$ cat config.mk
export PLATFORM = sky130hd
export DESIGN_NAME = i2c_cmd_arbiter
export DESIGN_NICKNAME = d
export VERILOG_FILES = /design/src/rtl/i2c_cmd_arbiter.sv
export SDC_FILE = /design/constraint.sdc
export NUM_CORES = 1
export LEC_CHECK = 0
export CELL_PAD_IN_SITES_DETAIL_PLACEMENT = 1
export CELL_PAD_IN_SITES_GLOBAL_PLACEMENT = 2
export CORE_AREA = 2 2 102 104
export DETAILED_ROUTE_END_ITERATION = 10
export DIE_AREA = 0 0 104 106
export PLACE_DENSITY_LB_ADDON = 0.1
export SETUP_SLACK_MARGIN = 0.05
export SLEW_MARGIN = 20
export SYNTH_ARGS = -nofsm -noshare
export SYNTH_HDL_FRONTEND = slang
export SYNTH_SLANG_ARGS = --single-unit
$ cat constraint.sdc
create_clock -name clk -period 1.85 [get_ports clk]
set_input_delay 0.2775 -clock clk [delete_from_list [all_inputs] [get_ports clk]]
set_output_delay 0.2775 -clock clk [all_outputs]
set_load 0.05 [all_outputs]
$ cat src/rtl/i2c_cmd_arbiter.sv
// i2c_cmd_arbiter: round-robin sharing of one I2C master command port among NREQ requesters.
// Define I2C_ARB_TIMEOUT_EN to add a WAIT watchdog of TIMEOUT_CYCLES clocks.
module i2c_cmd_arbiter #(
  parameter int NREQ = 4,
  parameter int TIMEOUT_CYCLES = 65535,
  localparam int OW = $clog2(NREQ)
) (
  input  logic              clk,
  input  logic              rst,
  input  logic [NREQ-1:0]   reqValid,
  input  logic [NREQ-1:0]   reqRw,
  input  logic [7*NREQ-1:0] reqAddr,
  input  logic [8*NREQ-1:0] reqDin,
  output logic [NREQ-1:0]   reqReady,
  output logic [NREQ-1:0]   rspValid,
  output logic [7:0]        rspDout,
  output logic              rspAckErr,
  output logic              rspTimeout,
  output logic [OW-1:0]     owner,
  output logic              arbBusy,
  output logic              mRw,
  output logic [6:0]        mAddr,
  output logic [7:0]        mDin,
  output logic              mDataValid,
  input  logic [7:0]        mDout,
  input  logic              mBusy,
  input  logic              mAckErr,
  input  logic              mDone
);
  typedef enum logic [1:0] {IDLE, ISSUE, WAIT, RESP} state_t;
  state_t          r_state, w_next;
  logic [OW-1:0]   r_ptr, r_owner, w_gnt;
  logic            r_rw, r_ackerr, w_found, w_tmo;
  logic [6:0]      r_addr;
  logic [7:0]      r_din, r_dout;
  logic            w_unused;
  logic [NREQ-1:0] w_onehot;
  assign w_unused = mBusy;
  assign w_onehot = NREQ'(1) << r_owner;
  // First requester at or after ptr, wrapping.
  always_comb begin
    w_found = 1'b0;
    w_gnt   = r_ptr;
    for (int k = 0; k < NREQ; k++)
      if (!w_found && reqValid[OW'((int'(r_ptr) + k) % NREQ)]) begin
        w_found = 1'b1;
        w_gnt   = OW'((int'(r_ptr) + k) % NREQ);
      end
  end
`ifdef I2C_ARB_TIMEOUT_EN
  logic [15:0] r_cnt;
  logic        r_tmo;
  assign w_tmo      = !mDone && r_cnt == 16'(TIMEOUT_CYCLES - 1);
  assign rspTimeout = r_state == RESP && r_tmo;
  always_ff @(posedge clk) begin
    if (rst) begin
      r_cnt <= '0;
      r_tmo <= 1'b0;
    end else begin
      r_cnt <= r_state == WAIT ? r_cnt + 16'd1 : '0;
      if (r_state == WAIT && (mDone || w_tmo)) r_tmo <= !mDone;
    end
  end
`else
  assign w_tmo      = 1'b0;
  assign rspTimeout = 1'b0;
`endif
  always_comb begin
    w_next = r_state;
    case (r_state)
      IDLE:    w_next = w_found ? ISSUE : IDLE;
      ISSUE:   w_next = WAIT;
      WAIT:    w_next = (mDone || w_tmo) ? RESP : WAIT;
      default: w_next = IDLE;
    endcase
  end
  always_ff @(posedge clk) begin
    if (rst) begin
      r_state  <= IDLE;
      r_ptr    <= '0;
      r_owner  <= '0;
      r_rw     <= 1'b0;
      r_addr   <= '0;
      r_din    <= '0;
      r_dout   <= '0;
      r_ackerr <= 1'b0;
    end else begin
      r_state <= w_next;
      if (r_state == IDLE && w_found) begin
        r_owner <= w_gnt;
        r_rw    <= reqRw[w_gnt];
        r_addr  <= reqAddr[7*w_gnt +: 7];
        r_din   <= reqDin[8*w_gnt +: 8];
      end
      if (r_state == WAIT && (mDone || w_tmo)) begin
        r_dout   <= (mDone && r_rw) ? mDout : '0;
        r_ackerr <= mDone ? mAckErr : 1'b1;
      end
      if (r_state == RESP) r_ptr <= r_owner == OW'(NREQ - 1) ? '0 : r_owner + 1'b1;
    end
  end
  assign owner      = r_owner;
  assign arbBusy    = r_state != IDLE;
  assign mRw        = r_rw;
  assign mAddr      = r_addr;
  assign mDin       = r_din;
  assign mDataValid = r_state == ISSUE;
  assign reqReady   = r_state == ISSUE ? w_onehot : '0;
  assign rspValid   = r_state == RESP ? w_onehot : '0;
  assign rspDout    = r_state == RESP ? r_dout : '0;
  assign rspAckErr  = r_state == RESP && r_ackerr;
endmodule
# Yosys cells after proc, flatten, opt, wreduce, memory -nomap -nowiden

Cells that the tools add are included.

Register bits after elaboration: 31
ROM bits: 0
Latch bits: 0
Word-level logic and storage cells: 67
Output and inout port bits: 38
Memory bits (writable): 0
Input port bits: 81
Memories kept: 0

Eq/ne operators: 4
Reductions and logical operators: 12
Shifts and indexed selects: 3
Bitwise operators: 0
Multiply operators: 1
Order comparisons: 5
$add $sub $neg: 4
Div/mod/pow operators: 0
Muxes and demuxes: 30

Operators with widths:

| kind                                                 | count |
|---|---|
| indexed part select 32 x 6 -> 8 bit                  | 1 |
| indexed part select 28 x 6 -> 7 bit                  | 1 |
| < comparator 2 x 4 -> 1 bit (second input constant)  | 4 |
| 2-to-1 mux 1 bit                                     | 16 |
| 2-to-1 mux 8 bit                                     | 2 |
| binary-select mux 1 bit (select 2 bit)               | 5 |
| 2-to-1 mux 2 bit                                     | 4 |
| 2-to-1 mux 4 bit                                     | 2 |
| logical AND 1 bit                                    | 7 |
| equality test 2 bit (second input constant)          | 3 |
| case mux 2 bit (3 select lines)                      | 1 |
| multiplier 3 x 2 -> 5 bit (first input constant)     | 1 |
| adder 2 x 1 -> 2 bit (second input constant)         | 2 |
| adder 2 bit (second input constant)                  | 2 |
| << shifter 1 x 2 -> 4 bit (first input constant)     | 1 |
| zero test 1 bit                                      | 3 |
| < comparator 2 x 3 -> 1 bit (second input constant)  | 1 |
| equality test 2 x 1 -> 1 bit (second input constant) | 1 |
| zero test 2 bit                                      | 1 |
| nonzero test 2 bit                                   | 1 |

# Depth between registers and ports, before layout

Depth after elaboration: 15
Depth in mapped cells: 8
Mapped depth without buffers: 7

# Worst setup path before layout

OpenSTA, ideal clock, no wires.

Path kind: register to output
Start point: reg r_state[1]
End point: out reqReady[2]
Data required time: 1572 ps
Path buffers: 0
Stages on the path, launching flop included: 4
Setup slack: 180 ps
Data arrival time: 1392 ps
Cell sequence: dfxtp_1 inv_1 ha_1 and2_1

Word-level cells in the longest chain between the ends: 2

Ends and longest elaborated chain:

| element                      | RTL line | source |
|---|---|---|
| start, declared              | 31       | `state_t r_state, w_next;` |
| start signal, assigned       | 88       | `r_state <= w_next;` |
| equality test 2 x 1 -> 1 bit | --       |  |
| via mDataValid               | 24       | `output logic mDataValid,` |
| 2-to-1 mux 4 bit             | 108      | `assign reqReady = r_state == ISSUE ? w_onehot : '0;` |
| end, declared                | 14       | `output logic [NREQ-1:0] reqReady,` |

The timed path passes the listed nets, and every way through them passes these cells.

# Final worst setup path

Start point: reg r_addr[4], in the netlist mAddr[4]
End point: out mAddr[4]

RTL lines:

| element                | RTL line | source |
|---|---|---|
| start, declared        | 34       | `logic [6:0] r_addr;` |
| start signal, assigned | 92       | `r_addr <= reqAddr[7*w_gnt +: 7];` |
| end, declared          | 22       | `output logic [6:0] mAddr,` |

No word-level cell between the ends.

==> flow_summary.yaml <==
outcome:
  outcome: "finished, final reports clean"
setup_path:
  crit_chain: "clkdlybuf4s50_1"
  cp_max_fo: 2
  cp.depth: 1
  r2r_cells: 9
  required_ns: 1.57
  cp_slowest_stage_delay_ns: 0.82
  cpMaxStageDelayCell: "clkdlybuf4s50_1"
  arrival_ns: 1.45
  critPathBufInv: 1
  criticalPathCategory: "flip-flop to output pin"
  r2r_start: "r_state[1]$_SDFF_PP0_"
  crit_family: "buffers and inverters"
  crit_path_start_kind: "flip-flop"
  rr_endpoint: "mAddr[2]$_SDFFE_PP0P_"
  reg2reg_slack_ns: 0.19
  end_kind: "output pin"
cells_and_area:
  nFillCells: 1160
  syn2layout_area_growth_pct: 93.3
  drive_gt1_frac: 0.212
  layout.nets: 443
  fin_area_um2: 3760
  num_antenna_cells: 0
routing:
  ant_nets: 0
  finalWirelength_um: 7370
  vias: 2153
  wl_per_cell_um: 15.0
  routed_via_density: 4.39
  dr_wl_met3_um: 394
  top_layer: "met4"
  dr_wl_met2_um: 3510
  dr.pass1.iters: 4
  drt_iter0_markers: 46
  wl_met1_um: 3400
  post-route-drc-count: 0
placement:
  placed_area_um2: 3560
  io_buffers: 116
  place_ws_ns: -0.275
  hpwl_um: 5370
  gp_routability_congestion: 0.742
sta:
  fin_skew_ns: 0.0117
  relSlewSlack: 0.652
  setup_slack_ns: 0.125
  grt_setup_unrepaired: "true"
  hold_viol_final: 0
  finalSetupViolations: 0
  final_max_slew_viol_count: 0
  final.min_clock_period_ns: 1.72
  fmax_mhz: 580
  worst_pin_slew_ns: 0.520
  hold-worst-slack_ns: 0.454
  post-route-period-util: 0.932
logic_synthesis:
  syn_area_per_cell_um2: 8.76
  synth_compound_area_frac: 0.196
  synth_simple_gate_area_share: 0.259
  synth_top_family_by_area: "simple AND/OR/NAND/NOR gates"
  synth_seq_cells: 31
  synthAdderAreaFrac: 0.0579
  seq_area_frac_synth: 0.319
  yosys_warnings: 0
  mappedNetlistArea_um2: 1940
  synth_xor_area_frac: 0
  synth_cell_types: 35
  synthMuxAreaShare: 0.0978
  syn-num-nets: 312
  synthCells: 222
clock_network:
  root_buffer: "clkbuf_8"
  cts_buffers: 5
  clock_path_buffers: 2
  cts_hold_buf: 0
  h-tree-depth: 2
  path_clk_slew_ns: 0.08
  numClockSinks: 31
  worstSkewPairLatency_ns: 0.28
  cts_tree: "yes"
pwr:
  power.leakage_uw: 0.00144
  ir_drop_uv: 277
  power_frac_seq: 0.257
  p_int_uw: 2100
  power_switching_uw: 1460
  sw_frac_of_total: 0.410
  comb_power_share: 0.542
  power_frac_clock: 0.201
  power_density_nw_per_um2: 948
floorplanning:
  dieArea_um2: 11000
  initial_core_util: 0.194
  ios: 119
  fp.dieW_um: 104
  rows: 37
  core_area_um2: 10000
  die_height_um: 106
min_path:
  holdCritStartpoint: "r_dout[6]$_SDFFE_PP0N_"
  hold_end: "r_dout[6]$_SDFFE_PP0N_"
  hold_class: "flip-flop to flip-flop"
  hold_path_depth: 2
grt:
  antenna_found_initial: 0
  grt_pass1_vias: 2104
  overflow: 0
  grt_max_degree: 32
  track_usage: 0.126
  grt_pass1_wl_um: 11100
run:
  maxCapViolations: 0
==> synthesized netlist by cell type <==
master     number  area (um2)
dfxtp_1        31         621
nand3_1        23         115
and2_1         19         119
mux2i_1        19         190
a22oi_1        15         113
and3_1         15        93.8
o211ai_1       15         113
a21oi_1        12        60.1
nand2_1        12        45.0
ha_1            9         113
clkbuf_1        7        26.3
inv_1           6        22.5
nor2_1          6        22.5
buf_2           4        20.0
nor2b_1         4        25.0
buf_4           3        22.5
nand2b_1        3        18.8
buf_6           2        22.5
a211oi_1        1        7.51
a211oi_2        1        12.5
a32oi_1         1        8.76
buf_1           1        3.75
buf_8           1        15.0
conb_1          1        3.75
nand2_4         1        11.3
nand4_1         1        6.26
nor2_2          1        6.26
nor3_2          1        10.0
nor4b_4         1        23.8
o2111ai_2       1        15.0
o211ai_2        1        12.5
o21a_1          1        7.51
o21ai_1         1        5.00
o41ai_4         1        27.5
or3_1           1        6.26
==> cell type report <==
cell class | count | area [um2] | area share
clock buffer | 6 | 82.6 | 0.0220
inverter | 6 | 22.5 | 0.00599
timing repair buffer | 142 | 1590 | 0.424
tap | 136 | 170 | 0.0453
multi-input combinational | 167 | 1230 | 0.328
clock inverter | 2 | 35.0 | 0.00932
sequential | 31 | 623 | 0.166
==> metrics by stage <==
step | power, uW | setup TNS (ns) | utilization | std cells
finish | 3560 | 0 | 0.376 | 490
global route | 3760 | 0 | 0.376 | 490
CTS | 3560 | 0 | 0.368 | 487
detailed placement | 2820 | -3.82 | 0.356 | 479
global placement | 2800 | -3.21 | 0.356 | 479
floorplan | 1990 | 0 | - | 222
==> cells by family after synthesis <==
logic type      after synthesis
simple gates                 88
compound gates               50
flops                        31
buf+inv                      24
mux                          19
fa+ha+maj                     9
other cells                   1
==> layout by cell type, fill, tap and decap left out, types with 2 or more instances in the layout <==
master           Yosys  final
clkdlybuf4s50_1      0     90
dfxtp_1             31     29
buf_4                3     25
nand3_1             23     23
buf_12               0     22
and2_1              19     19
mux2i_1             19     19
and3_1              15     15
o211ai_1            15     15
nand2_1             12     12
a21oi_1             12     12
a22oi_1             15     12
ha_1                 9      7
nor2_1               6      6
clkbuf_8             0      6
inv_1                6      5
nor2b_1              4      4
nand2b_1             3      3
a22oi_2              0      3
dlymetal6s2s_1       0      2
dfxtp_2              0      2
==> registers in the layout, indices dropped and copies added (netlist names) <==
name,count
mAddr,7
mDin,8
mRw,1
owner,2
r_ackerr,1
r_dout,8
r_ptr,2
r_state,2
==> power groups by stage <==
stage / Combinational (uW) / Sequential [uW] / Clock (uW)
after global placement: 1880 / 921 / 0
after floorplan: 708 / 1290 / 0
final: 1930 / 916 / 716
after CTS: 1900 / 909 / 751
after global routing: 2050 / 940 / 775
after detailed placement: 1890 / 925 / 0
==> routing by layer <==
layer	vias up	global-route usage
met5	-	0
met1	1023	0.161
met3	4	0.0300
met4	0	0.0347
li1	1060	-
met2	66	0.213
==> worst max path at each step <==
stage | from | end | slack (ns)
after CTS | r_state[0]$_SDFF_PP0_ | rspDout[4] | 0.05
final | mAddr[4]$_SDFFE_PP0P_ | mAddr[4] | 0.13
after detailed placement | reqValid[3] | mAddr[5]$_SDFFE_PP0P_ | -0.27
after floorplan | r_state[1]$_SDFF_PP0_ | reqReady[2] | 0.18
after global routing | r_state[1]$_SDFF_PP0_ | mAddr[6]$_SDFFE_PP0P_ | 0.04
after global placement | reqValid[3] | mAddr[5]$_SDFFE_PP0P_ | -0.24
==> what timing repair did <==
| action | in CTS | in global routing |
|---|---|---|
| endpoints found under the setup margin | 6 | 26 |
| cloned | 0 | 1 |
| buffers inserted | 0 | 2 |
| pin swaps | 1 | 3 |
| gates resized for setup | 2 | 14 |
Power figures use the tool's default switching activity.
